File: config.mk
export PLATFORM = sky130hd
export DESIGN_NAME = dial_quad_gen
export DESIGN_NICKNAME = d
export VERILOG_FILES = /design/src/rtl/dial_quad_gen.sv
export SDC_FILE = /design/constraint.sdc
export NUM_CORES = 1
export LEC_CHECK = 0
export ABC_AREA = 1
export BUFFER_PORTS_ARGS = -buffer_cell sky130_fd_sc_hd__buf_2
export CAP_MARGIN = 20
export CORE_UTILIZATION = 38
export CTS_CLUSTER_SIZE = 12
export DETAILED_ROUTE_END_ITERATION = 7
export GPL_TIMING_DRIVEN = 0
export PLACE_DENSITY = 0.64
export SYNTH_ARGS = -nofsm -noshare
export SYNTH_HDL_FRONTEND = slang
export SYNTH_SLANG_ARGS = --single-unit
File: constraint.sdc
create_clock -name clock_12 -period 3.7 [get_ports clock_12]
set_clock_uncertainty 0.1 [all_clocks]
set_input_delay 0.37 -clock clock_12 [delete_from_list [all_inputs] [get_ports clock_12]]
set_output_delay 0.37 -clock clock_12 [all_outputs]
set_load 0.02 [all_outputs]
File: src/rtl/dial_quad_gen.sv
// dial_quad_gen: spinner (dial) pulse generator for a game input port.
//
// Converts held clockwise/counter-clockwise controls and signed relative
// movement (mouse/paddle deltas) into single-step pulses on a two-line
// spinner port. Each step is one tick of the active level followed by at
// least one idle tick. A direction change therefore always passes through
// the idle level 2'b11.
//
// Optional feature (build-time macro DIAL_ACCEL_EN):
//   When it is defined, repeated held steps in the same direction shorten
//   the tick period by 2 cycles per step, down to ACC_MIN. When it is
//   undefined, the period is fixed at TICK_DIV and no acceleration state
//   exists.
//
// Parameters:
//   TICK_DIV     clock cycles per tick at rest speed (4..255)
//   ACC_MIN      minimum tick period under acceleration (2..TICK_DIV)
//
// Ports:
//   clock_12     in   1  system clock; all logic runs on its rising edge
//   reset        in   1  synchronous, active-high reset
//   inc          in   1  held "rotate clockwise" level
//   dec          in   1  held "rotate counter-clockwise" level
//   delta_valid  in   1  one-cycle strobe qualifying delta
//   delta        in   8  signed relative movement
//   dial         out  2  spinner lines: idle 2'b11, cw 2'b10, ccw 2'b01
//   busy         out  1  pulse in progress or accumulator non-zero

module dial_quad_gen #(
    parameter int unsigned TICK_DIV = 32,
    parameter int unsigned ACC_MIN  = 8
) (
    input  logic       clock_12,
    input  logic       reset,
    input  logic       inc,
    input  logic       dec,
    input  logic       delta_valid,
    input  logic [7:0] delta,
    output logic [1:0] dial,
    output logic       busy
);

    localparam int unsigned CNT_W = 8;
    localparam int unsigned ACC_W = 8;
    localparam int unsigned SUM_W = 10;

    localparam logic [1:0] DIAL_IDLE = 2'b11;
    localparam logic [1:0] DIAL_INC  = 2'b10;
    localparam logic [1:0] DIAL_DEC  = 2'b01;

    localparam logic [CNT_W-1:0] TICK_DIV_W = CNT_W'(TICK_DIV);

    // Reject illegal parameter combinations at elaboration.
    if (TICK_DIV < 4 || TICK_DIV > 255 || ACC_MIN < 2 || ACC_MIN > TICK_DIV) begin : g_param_check
        $error("dial_quad_gen: TICK_DIV must be 4..255 and ACC_MIN 2..TICK_DIV");
    end

    typedef enum logic [1:0] {
        IDLE  = 2'd0,
        P_INC = 2'd1,
        P_DEC = 2'd2
    } state_t;

    state_t                  state;
    state_t                  next_state;
    logic [CNT_W-1:0]        count;
    logic [CNT_W-1:0]        period;
    logic                    tick;
    logic                    held_inc;
    logic                    held_dec;
    logic                    drain_pos;
    logic                    drain_neg;
    logic signed [ACC_W-1:0] acc;
    logic signed [ACC_W-1:0] acc_next;
    logic        [ACC_W-1:0] delta_eff;
    logic signed [SUM_W-1:0] acc_ext;
    logic signed [SUM_W-1:0] delta_ext;
    logic signed [SUM_W-1:0] drain_ext;
    logic signed [SUM_W-1:0] sum;

    // Both controls high is treated as no held input.
    assign held_inc = inc & ~dec;
    assign held_dec = dec & ~inc;

    assign tick = (count == (period - CNT_W'(1)));

`ifdef DIAL_ACCEL_EN
    localparam logic [CNT_W-1:0] ACC_MIN_W = CNT_W'(ACC_MIN);

    logic [CNT_W-1:0] period_q;
    logic             last_dir;     // 1 = last held step was counter-clockwise
    logic             last_valid;   // a held step happened since the last rest
    logic             step_dir;

    assign period   = period_q;
    assign step_dir = held_dec;

    // Period tracking: only held-control steps started from IDLE accelerate.
    // The new value is loaded on the tick itself, so it governs the count
    // sequence that begins at this wrap.
    always_ff @(posedge clock_12) begin
        if (reset) begin
            period_q   <= TICK_DIV_W;
            last_dir   <= 1'b0;
            last_valid <= 1'b0;
        end else if (tick && state == IDLE) begin
            if (held_inc || held_dec) begin
                if (last_valid && last_dir == step_dir) begin
                    if ((period_q - ACC_MIN_W) >= CNT_W'(2)) begin
                        period_q <= period_q - CNT_W'(2);
                    end else begin
                        period_q <= ACC_MIN_W;
                    end
                end else begin
                    period_q <= TICK_DIV_W;
                end
                last_dir   <= step_dir;
                last_valid <= 1'b1;
            end else begin
                period_q   <= TICK_DIV_W;
                last_valid <= 1'b0;
            end
        end
    end
`else
    assign period = TICK_DIV_W;
`endif

    // Next-state and accumulator drain decision; only ticks cause transitions.
    always_comb begin
        next_state = state;
        drain_pos  = 1'b0;
        drain_neg  = 1'b0;
        if (tick) begin
            unique case (state)
                IDLE: begin
                    if (held_inc) begin
                        next_state = P_INC;
                    end else if (held_dec) begin
                        next_state = P_DEC;
                    end else if (acc > ACC_W'(signed'(0))) begin
                        next_state = P_INC;
                        drain_pos  = 1'b1;
                    end else if (acc < ACC_W'(signed'(0))) begin
                        next_state = P_DEC;
                        drain_neg  = 1'b1;
                    end
                end
                P_INC, P_DEC: next_state = IDLE;
                default:      next_state = IDLE;
            endcase
        end
    end

    // Accumulator update: add the qualified delta, remove this cycle's drain,
    // saturate symmetrically to +/-127 in 10-bit signed arithmetic.
    always_comb begin
        delta_eff = (delta == 8'h80) ? 8'h81 : delta;
        acc_ext   = {{(SUM_W-ACC_W){acc[ACC_W-1]}}, acc};
        delta_ext = delta_valid ? {{(SUM_W-ACC_W){delta_eff[ACC_W-1]}}, delta_eff}
                                : SUM_W'(0);
        if (drain_pos) begin
            drain_ext = SUM_W'(1);
        end else if (drain_neg) begin
            drain_ext = '1;
        end else begin
            drain_ext = '0;
        end
        sum = acc_ext + delta_ext - drain_ext;
        if (sum > 10'sd127) begin
            acc_next = 8'sd127;
        end else if (sum < -10'sd127) begin
            acc_next = -8'sd127;
        end else begin
            acc_next = sum[ACC_W-1:0];
        end
    end

    // State, dial, accumulator and tick counter registers.
    always_ff @(posedge clock_12) begin
        if (reset) begin
            state <= IDLE;
            dial  <= DIAL_IDLE;
            acc   <= '0;
            count <= '0;
        end else begin
            state <= next_state;
            unique case (next_state)
                P_INC:   dial <= DIAL_INC;
                P_DEC:   dial <= DIAL_DEC;
                default: dial <= DIAL_IDLE;
            endcase
            acc   <= acc_next;
            count <= tick ? CNT_W'(0) : count + CNT_W'(1);
        end
    end

    assign busy = (state != IDLE) | (acc != ACC_W'(signed'(0)));

endmodule

==> results of run 1 <==
[stage by stage]
stage | hold slack [ns] | util
4_1_cts | 0.203 | 0.458
6_report | 0.210 | 0.489
3_5_place_dp | 0.343 | 0.435
5_1_grt | 0.196 | 0.489
3_3_place_gp | 0.333 | 0.435
2_1_floorplan | 0.318 | -
[sequential cells by signal, summed over array words and instances, names as in the netlist]
| register | count |
|---|---|
| state | 2 |
| dial | 2 |
| acc | 8 |
| count | 8 |
[worst max path at each step]
stage	start	end	slack (ns)
floorplan	count[0]	acc[1]	0.12
global placement	count[0]	acc[4]	-0.42
detailed placement	count[0]	acc[4]	-0.40
CTS	count[0]	acc[4]	0.006
global route	count[0]	acc[2]	-0.05
finish	count[0]	acc[2]	0.23
[synthesized netlist by cell type, types with 2 or more instances]
cell type  count  area share
inv_2          2      0.0046
nor4_1         2      0.0077
nand2_1       72        0.17
nand3_1       21       0.065
nor3_1         4       0.012
nand3b_1       2      0.0092
inv_1         60        0.14
nor2_1        24       0.055
fa_1           8       0.098
ha_1          11       0.084
o21ai_0        3      0.0092
nand2_2        2      0.0077
a21oi_1        8       0.025
dfxtp_1       20        0.25
nand4_1        3       0.012
[area by class of cell]
cell class / instances / area [sq um] / area share
well taps: 50 / 62.6 / 0.0315
multi-input cells: 170 / 1100 / 0.554
flip-flops and latches: 20 / 403 / 0.203
clock inverters: 1 / 30.0 / 0.0151
plain buffers: 2 / 11.3 / 0.00568
clock buffers: 3 / 41.3 / 0.0208
repair buffers: 18 / 104 / 0.0524
inverters: 62 / 233 / 0.117
[per-layer routing]
layer,vias to the layer above,share of wire,global-route usage
li1,815,-,-
met3,4,0.028,0.0372
met4,0,0.0076,0.0239
met5,-,0,0
met1,645,0.49,0.189
met2,21,0.47,0.261
[kinds of logic after synthesis]
kind of cell / after synthesis / synth area share
AOI/OAI and AO/OA: 16 / 0.0630
xor gates and xnor gates: 1 / 0.00538
adders and majority gates: 19 / 0.183
buffers and inverters: 64 / 0.150
DFF: 20 / 0.246
and+or+nand+nor: 134 / 0.353
[power groups by stage]
stage / Combinational, mW / Clock [mW] / Sequential, mW
finish: 1.21 / 0.214 / 0.288
global route: 1.39 / 0.228 / 0.292
CTS: 1.06 / 0.218 / 0.286
detailed placement: 1.03 / 0 / 0.291
global placement: 1.02 / 0 / 0.292
floorplan: 0.834 / 0 / 0.283
[critical path: stages, from the launching register on]
cell and delay, ns:
dfxtp_2 0.36, ha_4 0.14, nand2_2 0.05, inv_2 0.07, nand4_1 0.21, nor2_2 0.17
o21a_1 0.17, nand2_2 0.08, nor2_4 0.12, buf_6 0.16, fa_1 0.42, inv_1 0.07
ha_2 0.30, nand2_1 0.09, inv_1 0.05, a21oi_2 0.13, buf_4 0.12, nand3b_1 0.11
nand2_4 0.12, nor2_2 0.05, nand2_2 0.06, nand2_4 0.10, nand3_1 0.08, nand2_1 0.05
[what timing repair did]
item / in CTS / in global routing
buffers inserted: 1 / 3
endpoints found under the setup margin: 8 / 8
pin swaps: 3 / 12
gates cloned: 0 / 0
resized for setup: 6 / 28
==> impl_metrics.prom, run 1 <==
# TYPE chip_impl_metric gauge
chip_impl_metric{name="timing.final.crit_share",unit=""} 0.939
chip_impl_metric{name="syn-num-nets",unit=""} 286
chip_impl_info{name="ys_dominant_reg_cell",value="dfxtp_1"} 1
chip_impl_metric{name="share_of_cells_above_drive_strength_1",unit=""} 0.214
chip_impl_metric{name="dp_hpwl",unit="mm"} 2.56
chip_impl_metric{name="synth_warnings",unit=""} 0
chip_impl_metric{name="routed_wire_length_per_instance",unit="um"} 9.68
chip_impl_info{name="reg2reg_from",value="count[0]"} 1
chip_impl_metric{name="totalPowerFinal",unit="mW"} 1.71
chip_impl_metric{name="preCtsSetupSlack",unit="ns"} -0.402
chip_impl_info{name="hold_end",value="acc[0]"} 1
chip_impl_metric{name="sw_frac_of_total",unit=""} 0.491
chip_impl_metric{name="placedCellCount",unit=""} 318
chip_impl_info{name="status",value="finished, final reports clean"} 1
chip_impl_metric{name="grt_max_degree",unit=""} 13
chip_impl_metric{name="cts_sinks",unit=""} 20
chip_impl_info{name="tritoncts",value="done"} 1
chip_impl_metric{name="power.sequential.fraction",unit=""} 0.169
chip_impl_metric{name="post_synth_inst_count",unit=""} 254
chip_impl_info{name="final_common_cell",value="nand2_1"} 1
chip_impl_metric{name="summed_negative_setup_slack_over_all_endpoints",unit="ns"} 0
chip_impl_metric{name="required",unit="ns"} 3.76
chip_impl_metric{name="std_cell_rows",unit=""} 23
chip_impl_metric{name="hold_viol",unit=""} 0
chip_impl_metric{name="worstPathArrival",unit="ns"} 3.53
chip_impl_metric{name="first_iter_violations",unit=""} 24
chip_impl_metric{name="wire_length_of_the_first_global_routing_pass",unit="mm"} 5.15
chip_impl_metric{name="clock_insertion_delay_worst_skew",unit="ns"} 0.26
chip_impl_info{name="critical_path.startpoint_type",value="flop"} 1
chip_impl_metric{name="min_path_cells",unit=""} 2
chip_impl_metric{name="total_switching_power",unit="mW"} 0.841
chip_impl_metric{name="slew_headroom",unit=""} 0.775
chip_impl_metric{name="cts.hold.buffers_added",unit=""} 0
chip_impl_info{name="clockRootBuffer",value="clkbuf_8"} 1
chip_impl_metric{name="final_cells",unit=""} 326
chip_impl_info{name="critical_path.endpoint_type",value="flop"} 1
chip_impl_metric{name="pwr-share-clk",unit=""} 0.125
chip_impl_info{name="timing_worst_setup_path_type",value="flop to flop"} 1
chip_impl_info{name="worstHoldPathType",value="input port to flop"} 1
chip_impl_metric{name="vdd.ir_drop.worst",unit="mV"} 0.294
chip_impl_metric{name="global_route.usage.total",unit=""} 0.150
chip_impl_metric{name="initial_utilization",unit=""} 0.401
chip_impl_metric{name="critical_path_peak_fanout",unit=""} 8
chip_impl_metric{name="antenna_found_initial",unit=""} 0
chip_impl_metric{name="die-width",unit="um"} 67.5
chip_impl_metric{name="route.detailed.drc",unit=""} 0
chip_impl_info{name="rsz0062_at_grt",value="yes"} 1
chip_impl_metric{name="max_clock_freq",unit="MHz"} 288
chip_impl_metric{name="tightestPinTransition",unit="ns"} 0.335
chip_impl_metric{name="grt-ovfl-total",unit=""} 0
chip_impl_metric{name="seq_area_frac_synth",unit=""} 0.246
chip_impl_metric{name="placeableCoreArea",unit="sq um"} 4060
chip_impl_metric{name="setup_slack",unit="ns"} 0.227
chip_impl_metric{name="place_area",unit="sq um"} 1760
chip_impl_metric{name="area_growth",unit="%"} 21.7
chip_impl_info{name="timing.hold.worst.start",value="reset"} 1
chip_impl_metric{name="synth-edff-count",unit=""} 0
chip_impl_metric{name="port_buffers",unit=""} 14
chip_impl_metric{name="totalWireLength",unit="mm"} 3.16
chip_impl_metric{name="chipHeight",unit="um"} 67.5
chip_impl_metric{name="ant_nets",unit=""} 0
chip_impl_metric{name="detail_route.vias_per_cell",unit=""} 4.56
chip_impl_metric{name="drt_pass1_iterations",unit=""} 4
chip_impl_info{name="critical_path.reg2reg.endpoint",value="acc[2]"} 1
chip_impl_metric{name="power_per_unit_of_standard_cell_area",unit="nW/um^2"} 862
chip_impl_metric{name="place_congestion",unit=""} 0.843
chip_impl_metric{name="via_count_of_the_first_global_routing_pass",unit=""} 1290
chip_impl_metric{name="number_of_buffers_added_by_the_clock_tree_synthesis_step",unit=""} 3
chip_impl_metric{name="internal_power",unit="mW"} 0.870
chip_impl_metric{name="htree_num_levels",unit=""} 1
chip_impl_metric{name="rrSetupSlack",unit="ns"} 0.23
chip_impl_metric{name="drv.max_cap_violation_count",unit=""} 0
chip_impl_metric{name="r2r_worst_path_depth",unit=""} 23
chip_impl_metric{name="fin_nets",unit=""} 309
chip_impl_metric{name="io-pin-count",unit=""} 16
chip_impl_metric{name="synth-async-reset-ratio",unit=""} 0
chip_impl_metric{name="cts.path.max_buffers",unit=""} 2
chip_impl_metric{name="power.static_leakage",unit="nW"} 1.03
chip_impl_metric{name="synthesis.area",unit="sq um"} 1630
chip_impl_metric{name="post_synth.cell_area_avg",unit="sq um"} 6.41
chip_impl_metric{name="ys_seq_elements",unit=""} 20
chip_impl_metric{name="antenna_cells",unit=""} 0
chip_impl_metric{name="final_cell_area",unit="sq um"} 1980
chip_impl_metric{name="setup_viol_count_final",unit=""} 0
chip_impl_metric{name="synthDistinctLibCells",unit=""} 27
chip_impl_metric{name="p_comb_frac",unit=""} 0.706
chip_impl_info{name="top_library_cells_by_usage_in_the_layout_fill_and_taps_aside",value="nand2_1, inv_1, nor2_1, dfxtp_1, nand3_1"} 1
chip_impl_metric{name="slew_violations",unit=""} 0
chip_impl_metric{name="fill_cells",unit=""} 422
chip_impl_metric{name="min_period",unit="ns"} 3.47
chip_impl_metric{name="clk_pin_slew",unit="ns"} 0.07
chip_impl_metric{name="floorplan.die_area",unit="sq um"} 4550
chip_impl_metric{name="via_count",unit=""} 1485
No activity file was read; power rests on OpenSTA's default activity.
==> run 2, diff against run 1 <==
--- a/config.mk
+++ b/config.mk
@@ -5,14 +5,13 @@
 export SDC_FILE = /design/constraint.sdc
 export NUM_CORES = 1
 export LEC_CHECK = 0
-export ABC_AREA = 1
 export BUFFER_PORTS_ARGS = -buffer_cell sky130_fd_sc_hd__buf_2
 export CAP_MARGIN = 20
 export CORE_UTILIZATION = 38
 export CTS_CLUSTER_SIZE = 12
 export DETAILED_ROUTE_END_ITERATION = 7
 export GPL_TIMING_DRIVEN = 0
-export PLACE_DENSITY = 0.64
+export PLACE_DENSITY = 0.65
 export SYNTH_ARGS = -nofsm -noshare
 export SYNTH_HDL_FRONTEND = slang
 export SYNTH_SLANG_ARGS = --single-unit
==> run 2 against run 1 <==
Net effect: the flow now finishes with violations (negative setup slack); via count shrank 9.8%; final area shrank 6.0%; sequential share of layout area grew 1.4 points; wire length grew 1.5%; synthesized cell count shrank 26%; critical path depth shrank 9; largest cell class unchanged.
==> impl_metrics.prom, run 2 <==
# TYPE chip_impl_metric gauge
chip_impl_metric{name="final_cell_area",unit="sq um"} 1860
chip_impl_metric{name="fin_nets",unit=""} 246
chip_impl_metric{name="cts_sinks",unit=""} 20
chip_impl_metric{name="synth-xor-area-share",unit=""} 0.0564
chip_impl_metric{name="route.detailed.drc",unit=""} 0
chip_impl_info{name="clockRootBuffer",value="clkbuf_8"} 1
chip_impl_metric{name="worstPathArrival",unit="ns"} 4.13
chip_impl_info{name="timing.critical_path.cells",value="ha_4 -> nand4_1 -> or4_4 -> or4_4 -> fa_1 -> inv_1 -> fa_2 -> nand2b_4 -> a211oi_4 -> mux2_4 -> a211oi_4 -> buf_6 -> o21ai_0 -> a21oi_1"} 1
chip_impl_info{name="failing_checks",value="negative setup slack"} 1
chip_impl_metric{name="timing.final.crit_share",unit=""} 1.09
chip_impl_metric{name="max_clock_freq",unit="MHz"} 247
chip_impl_metric{name="rrSetupSlack",unit="ns"} -0.35
chip_impl_metric{name="synth_warnings",unit=""} 0
chip_impl_info{name="largestRegisters",value="acc (8), count (8)"} 1
chip_impl_metric{name="min_period",unit="ns"} 4.05
chip_impl_metric{name="hold_viol",unit=""} 0
chip_impl_metric{name="synthSimpleGateAreaFrac",unit=""} 0.225
chip_impl_metric{name="antenna_found_initial",unit=""} 0
chip_impl_metric{name="r2r_worst_path_depth",unit=""} 14
chip_impl_info{name="critical_path.reg2reg.endpoint",value="acc[4]"} 1
chip_impl_info{name="post_synth_main_area_contributors",value="dfxtp_1, fa_1, ha_1, inv_1, nor2_1"} 1
chip_impl_metric{name="via_count",unit=""} 1340
chip_impl_metric{name="vdd.ir_drop.worst",unit="mV"} 0.415
chip_impl_info{name="timing.hold.worst.start",value="reset"} 1
chip_impl_info{name="reg2reg_from",value="count[1]"} 1
chip_impl_metric{name="compound_cell_area_share_of_the_yosys_netlist",unit=""} 0.188
chip_impl_metric{name="synthesis.area",unit="sq um"} 1550
chip_impl_metric{name="slew_violations",unit=""} 0
chip_impl_metric{name="synth-edff-count",unit=""} 0
chip_impl_info{name="ys_dominant_reg_cell",value="dfxtp_1"} 1
chip_impl_metric{name="setup_viol_count_final",unit=""} 7
chip_impl_metric{name="synth-async-reset-ratio",unit=""} 0
chip_impl_metric{name="min_path_cells",unit=""} 2
chip_impl_metric{name="post_synth.cell_area_avg",unit="sq um"} 8.22
chip_impl_metric{name="fill_cells",unit=""} 363
chip_impl_metric{name="first_iter_violations",unit=""} 50
chip_impl_metric{name="area_growth",unit="%"} 20.1
chip_impl_metric{name="post-synth-top-area-fraction",unit=""} 0.258
chip_impl_metric{name="number_of_buffers_added_by_the_clock_tree_synthesis_step",unit=""} 3
chip_impl_metric{name="drv.max_cap_violation_count",unit=""} 0
chip_impl_metric{name="grt_max_degree",unit=""} 11
chip_impl_metric{name="tightestPinTransition",unit="ns"} 0.624
chip_impl_info{name="top_library_cells_by_usage_in_the_layout_fill_and_taps_aside",value="inv_1, dfxtp_1, nor2_1, nand2_1, buf_2"} 1
chip_impl_info{name="rsz0062_at_grt",value="yes"} 1
chip_impl_metric{name="required",unit="ns"} 3.78
chip_impl_metric{name="chipHeight",unit="um"} 65.9
chip_impl_metric{name="adder_and_majority_gate_portion_of_the_synthesized_area",unit=""} 0.192
chip_impl_metric{name="global_route.usage.total",unit=""} 0.164
chip_impl_metric{name="place_congestion",unit=""} 0.785
chip_impl_info{name="final_common_cell",value="inv_1"} 1
chip_impl_metric{name="setup_slack",unit="ns"} -0.348
chip_impl_metric{name="std_cell_rows",unit=""} 22
chip_impl_metric{name="routed_wire_length_per_instance",unit="um"} 12.3
chip_impl_metric{name="antenna_cells",unit=""} 0
chip_impl_metric{name="totalPowerFinal",unit="mW"} 1.82
chip_impl_metric{name="place_area",unit="sq um"} 1750
chip_impl_info{name="worst_path_max_delay_cell",value="fa_1"} 1
chip_impl_info{name="tritoncts",value="done"} 1
chip_impl_metric{name="wire_length_of_the_first_global_routing_pass",unit="mm"} 5.38
chip_impl_metric{name="cts.path.max_buffers",unit=""} 2
chip_impl_metric{name="syn-num-nets",unit=""} 221
chip_impl_info{name="critical_path.endpoint_type",value="flop"} 1
chip_impl_metric{name="floorplan.die_area",unit="sq um"} 4350
chip_impl_metric{name="drt_pass1_iterations",unit=""} 4
chip_impl_info{name="hold_end",value="count[0]"} 1
chip_impl_info{name="largest_family_of_logic_cells_by_synthesized_area",value="simple AND/OR/NAND/NOR gates"} 1
chip_impl_info{name="synth_area_leader",value="dfxtp_1"} 1
chip_impl_metric{name="critical_path_peak_fanout",unit=""} 4
chip_impl_metric{name="totalWireLength",unit="mm"} 3.20
chip_impl_metric{name="io-pin-count",unit=""} 16
chip_impl_metric{name="ys_seq_elements",unit=""} 20
chip_impl_metric{name="htree_num_levels",unit=""} 1
chip_impl_info{name="timing_worst_setup_path_type",value="flop to flop"} 1
chip_impl_metric{name="via_count_of_the_first_global_routing_pass",unit=""} 1209
chip_impl_info{name="worstHoldPathType",value="input port to flop"} 1
chip_impl_metric{name="muxShareOfSynthArea",unit=""} 0.00725
chip_impl_metric{name="detail_route.vias_per_cell",unit=""} 5.15
chip_impl_metric{name="clock_insertion_delay_worst_skew",unit="ns"} 0.25
chip_impl_metric{name="crit_path_max_incr_delay",unit="ns"} 0.53
chip_impl_info{name="synth.most_common_cell",value="inv_1"} 1
chip_impl_metric{name="placeableCoreArea",unit="sq um"} 3800
chip_impl_info{name="status",value="complete, but fails checks"} 1
chip_impl_metric{name="die-width",unit="um"} 65.9
chip_impl_metric{name="port_buffers",unit=""} 14
chip_impl_metric{name="power_per_unit_of_standard_cell_area",unit="nW/um^2"} 974
chip_impl_metric{name="ant_nets",unit=""} 0
chip_impl_metric{name="power.static_leakage",unit="nW"} 0.769
chip_impl_metric{name="post_synth_inst_count",unit=""} 189
chip_impl_metric{name="seq_area_frac_synth",unit=""} 0.258
chip_impl_metric{name="initial_utilization",unit=""} 0.409
chip_impl_metric{name="slew_headroom",unit=""} 0.580
chip_impl_metric{name="synthDistinctLibCells",unit=""} 42
chip_impl_metric{name="dp_hpwl",unit="mm"} 2.49
chip_impl_metric{name="share_of_cells_above_drive_strength_1",unit=""} 0.212
chip_impl_info{name="netlist_top_cells_count",value="inv_1, dfxtp_1, nor2_1"} 1
chip_impl_metric{name="grt-ovfl-total",unit=""} 0
chip_impl_metric{name="clk_pin_slew",unit="ns"} 0.06
chip_impl_info{name="critical_path.startpoint_type",value="flop"} 1
-- run 2: final cells by class --
cell class / count / area [sq um] / area share
Sequential cell: 20 / 405 / 0.217
Buffer: 3 / 12.5 / 0.00671
Multi-Input combinational cell: 139 / 1120 / 0.600
Clock buffer: 3 / 41.3 / 0.0221
Tap cell: 48 / 60.1 / 0.0322
Inverter: 26 / 100 / 0.0537
Timing Repair Buffer: 21 / 126 / 0.0678
-- run 2: worst max-delay path by stage --
| stage | from | endpoint | cells past startpoint |
|---|---|---|---|
| detailed placement | count[0] | acc[1] | 14 |
| finish | count[1] | acc[4] | 14 |
| CTS | count[1] | acc[5] | 15 |
| global route | count[1] | acc[4] | 16 |
| floorplan | count[0] | acc[1] | 14 |
| global placement | count[0] | acc[1] | 14 |
-- run 2: kinds of logic after synthesis --
logic type	Yosys count
DFF	20
and+or+nand+nor	68
AOI/OAI and AO/OA	41
adders and majority gates	19
muxes	1
buffers and inverters	30
xor gates and xnor gates	10
-- run 2: critical path: cells and delay by family (launching register included) --
kind / cells / cell delay [ns]
buf+inv: 2 / 0.21
fa+ha+maj: 3 / 1.00
flops: 1 / 0.35
compound gates: 4 / 0.75
mux: 1 / 0.36
simple gates: 4 / 1.20
-- run 2: routing by layer --
layer,track usage,up-vias,share of wire
met5,0,-,0
met4,0.0245,0,0.0047
met3,0.0414,2,0.030
met2,0.251,21,0.46
met1,0.233,615,0.50
li1,-,702,-
-- run 2: through the flow --
| step | util | hold slack (ns) | setup slack (ns) | cells | setup TNS, ns |
|---|---|---|---|---|---|
| floorplan | - | 0.343 | -0.394 | 189 | -2.26 |
| global placement | 0.461 | 0.361 | -0.653 | 251 | -4.33 |
| detailed placement | 0.461 | 0.364 | -0.654 | 251 | -4.35 |
| CTS | 0.489 | 0.408 | -0.397 | 260 | -2.60 |
| global route | 0.491 | 0.416 | -0.512 | 260 | -3.42 |
| finish | 0.491 | 0.394 | -0.348 | 260 | -2.24 |
-- run 2: report_power, final --
group          switching [mW]  internal (mW)
Combinational           0.783          0.596
Sequential             0.0340          0.268
Clock                  0.0632         0.0724
-- run 2: what timing repair did --
item,CTS,global route
setup buffers,6,1
cloned,0,0
endpoints found under the setup margin,8,8
pin swaps,9,4
hold buffers,0,0
resized for setup,7,5
==> run 3, diff against run 2 <==
==> config.mk (replaced) <==
export PLATFORM = sky130hd
export DESIGN_NAME = dial_quad_gen
export DESIGN_NICKNAME = d
export VERILOG_FILES = /design/src/rtl/dial_quad_gen.sv
export SDC_FILE = /design/constraint.sdc
export NUM_CORES = 1
export LEC_CHECK = 0
export ABC_AREA = 1
export BUFFER_PORTS_ARGS = -buffer_cell sky130_fd_sc_hd__clkbuf_2
export CAP_MARGIN = 20
export CORE_UTILIZATION = 38
export CTS_CLUSTER_SIZE = 12
export DETAILED_ROUTE_END_ITERATION = 7
export GPL_TIMING_DRIVEN = 0
export PLACE_DENSITY = 0.64
export SYNTH_ARGS = -nofsm -noshare
export SYNTH_HDL_FRONTEND = slang
export SYNTH_SLANG_ARGS = --single-unit
==> constraint.sdc (replaced) <==
create_clock -name clock_12 -period 3.4 [get_ports clock_12]
set_clock_uncertainty 0.1 [all_clocks]
set_input_delay 0.34 -clock clock_12 [delete_from_list [all_inputs] [get_ports clock_12]]
set_output_delay 0.34 -clock clock_12 [all_outputs]
set_load 0.02 [all_outputs]
==> run 3 against run 2 <==
Net effect: the flow still finishes with violations (negative setup slack); clock power up 71%; total power is 5.2% higher; final cell count rose by 26%; sequential share of layout area fell by 1.9 points; critical path type unchanged.
==> impl_metrics.prom, run 3 (synthesized netlist as in run 1, its figures left out) <==
# TYPE chip_impl_metric gauge
chip_impl_metric{name="totalWireLength",unit="mm"} 3.45
chip_impl_info{name="timing_worst_setup_path_type",value="flop to flop"} 1
chip_impl_metric{name="max_clock_freq",unit="MHz"} 293
chip_impl_metric{name="via_count",unit=""} 1524
chip_impl_metric{name="sw_frac_of_total",unit=""} 0.488
chip_impl_info{name="rsz0062_at_grt",value="yes"} 1
chip_impl_metric{name="summed_negative_setup_slack_over_all_endpoints",unit="ns"} -0.0206
chip_impl_metric{name="critical_path_peak_fanout",unit=""} 8
chip_impl_metric{name="slew_headroom",unit=""} 0.768
chip_impl_metric{name="routed_wire_length_per_instance",unit="um"} 10.5
chip_impl_metric{name="port_buffers",unit=""} 14
chip_impl_info{name="top_library_cells_by_usage_in_the_layout_fill_and_taps_aside",value="nand2_1, inv_1, nor2_1, dfxtp_1, nand3_1"} 1
chip_impl_metric{name="die-width",unit="um"} 67.5
chip_impl_metric{name="first_iter_violations",unit=""} 34
chip_impl_metric{name="power.sequential.fraction",unit=""} 0.163
chip_impl_metric{name="pwr-share-clk",unit=""} 0.122
chip_impl_metric{name="tightestPinTransition",unit="ns"} 0.345
chip_impl_info{name="tritoncts",value="done"} 1
chip_impl_metric{name="drt_pass1_iterations",unit=""} 4
chip_impl_info{name="clockRootBuffer",value="clkbuf_8"} 1
chip_impl_metric{name="crit_path_max_incr_delay",unit="ns"} 0.55
chip_impl_info{name="critical_path.startpoint_type",value="flop"} 1
chip_impl_metric{name="setup_slack",unit="ns"} -0.0104
chip_impl_metric{name="dp_hpwl",unit="mm"} 2.66
chip_impl_info{name="cp_common_cell",value="nand2_2"} 1
chip_impl_metric{name="placeableCoreArea",unit="sq um"} 4060
chip_impl_info{name="status",value="complete, but fails checks"} 1
chip_impl_metric{name="vdd.ir_drop.worst",unit="mV"} 0.370
chip_impl_metric{name="finalHoldWorstSlack",unit="ns"} 0.190
chip_impl_metric{name="preCtsSetupSlack",unit="ns"} -0.447
chip_impl_metric{name="required",unit="ns"} 3.45
chip_impl_metric{name="grt-ovfl-total",unit=""} 0
chip_impl_metric{name="timing.final.crit_share",unit=""} 1.00
chip_impl_metric{name="drv.max_cap_violation_count",unit=""} 0
chip_impl_metric{name="io-pin-count",unit=""} 16
chip_impl_metric{name="cts_sinks",unit=""} 20
chip_impl_metric{name="worstPathArrival",unit="ns"} 3.46
chip_impl_metric{name="hold_viol",unit=""} 0
chip_impl_metric{name="power_per_unit_of_standard_cell_area",unit="nW/um^2"} 941
chip_impl_metric{name="share_of_cells_above_drive_strength_1",unit=""} 0.238
chip_impl_metric{name="cts.hold.buffers_added",unit=""} 0
chip_impl_metric{name="initial_utilization",unit=""} 0.401
chip_impl_metric{name="area_growth",unit="%"} 24.7
chip_impl_metric{name="fin_nets",unit=""} 310
chip_impl_metric{name="via_count_of_the_first_global_routing_pass",unit=""} 1359
chip_impl_metric{name="min_period",unit="ns"} 3.41
chip_impl_metric{name="clock_insertion_delay_worst_skew",unit="ns"} 0.26
chip_impl_metric{name="ant_nets",unit=""} 0
chip_impl_metric{name="chipHeight",unit="um"} 67.5
chip_impl_metric{name="antenna_found_initial",unit=""} 0
chip_impl_metric{name="p_comb_frac",unit=""} 0.715
chip_impl_info{name="critical_path.endpoint_type",value="flop"} 1
chip_impl_metric{name="place_congestion",unit=""} 0.842
chip_impl_metric{name="power.static_leakage",unit="nW"} 1.04
chip_impl_metric{name="global_route.usage.total",unit=""} 0.159
chip_impl_info{name="timing.critical_path.cells",value="ha_4 -> nand2_2 -> inv_2 -> nand4_1 -> nor2_1 -> o21a_1 -> nand2_2 -> nor2_4 -> inv_2 -> fa_1 -> inv_2 -> fa_2 -> nand2_2 -> a21oi_2 -> nand3_1 -> nor2_1 -> nand3_1 -> nand2_2 -> nand2_4 -> nand2_1 -> nor2_1"} 1
chip_impl_metric{name="total_switching_power",unit="mW"} 0.933
chip_impl_metric{name="cts.path.max_buffers",unit=""} 2
chip_impl_metric{name="number_of_buffers_added_by_the_clock_tree_synthesis_step",unit=""} 3
chip_impl_metric{name="slew_violations",unit=""} 0
chip_impl_metric{name="htree_num_levels",unit=""} 1
chip_impl_metric{name="std_cell_rows",unit=""} 23
chip_impl_metric{name="floorplan.die_area",unit="sq um"} 4550
chip_impl_metric{name="clk_pin_slew",unit="ns"} 0.07
chip_impl_metric{name="grt_max_degree",unit=""} 13
chip_impl_metric{name="internal_power",unit="mW"} 0.978
chip_impl_info{name="worst_path_max_delay_cell",value="fa_2"} 1
chip_impl_metric{name="wire_length_of_the_first_global_routing_pass",unit="mm"} 5.49
chip_impl_metric{name="antenna_cells",unit=""} 0
chip_impl_metric{name="route.detailed.drc",unit=""} 0
chip_impl_info{name="failing_checks",value="negative setup slack"} 1
chip_impl_info{name="final_common_cell",value="nand2_1"} 1
chip_impl_info{name="worstHoldPathType",value="input port to flop"} 1
chip_impl_metric{name="setup_viol_count_final",unit=""} 3
chip_impl_info{name="largestRegisters",value="acc (8), count (8)"} 1
chip_impl_metric{name="detail_route.vias_per_cell",unit=""} 4.66
## run 3: final timing paths
check	cells after the start	slack [ns]	to	startpoint
max	21	-0.01	acc[1]	count[0]
max reg2reg	21	-0.01	acc[1]	count[0]
min reg2reg	2	0.39	count[4]	count[3]
min	2	0.19	state[0]	reset
## run 3: final cells by class
type	count	area, sq um
Buffer	2	11.3
Clock buffer	3	41.3
Clock inverter	1	30.0
Fill cell	409	2030
Inverter	62	233
Multi-Input combinational cell	170	1130
Sequential cell	20	403
Tap cell	50	62.6
Timing Repair Buffer	19	120
## run 3: layer usage
layer	track usage	wire, um	vias up
met2	0.287	1660	24
met5	0	0	-
met3	0.0405	106	2
met1	0.194	1670	682
met4	0.0160	8	0
li1	-	-	816
## run 3: power groups by stage
stage	Combinational (mW)	Clock, mW	Sequential (mW)
2_1_floorplan	0.927	0	0.308
3_3_place_gp	1.13	0	0.315
3_5_place_dp	1.15	0	0.315
4_1_cts	1.28	0.239	0.310
5_1_grt	1.55	0.247	0.316
6_report	1.37	0.233	0.311
## run 3: worst max-delay path, delay by kind of cell (launching register included)
| family | cells | cell delay, ns |
|---|---|---|
| AOI/OAI and AO/OA | 2 | 0.27 |
| adders and majority gates | 3 | 1.21 |
| DFF | 1 | 0.36 |
| and+or+nand+nor | 13 | 1.22 |
| buffers and inverters | 3 | 0.17 |
## run 3: repair_timing
item                                    4_1_cts  5_1_grt
endpoints found under the setup margin        8        8
pin swaps                                     4        2
setup buffers                                 5        0
resized for setup                            13       15
## run 3: per-stage QoR
stage | instance area, sq um | instances | power (mW) | utilization
floorplan | 1650 | 254 | 1.24 | -
global placement | 1780 | 318 | 1.44 | 0.440
detailed placement | 1780 | 318 | 1.46 | 0.440
CTS | 1980 | 327 | 1.83 | 0.487
global route | 2030 | 327 | 2.11 | 0.501
finish | 2030 | 327 | 1.91 | 0.501
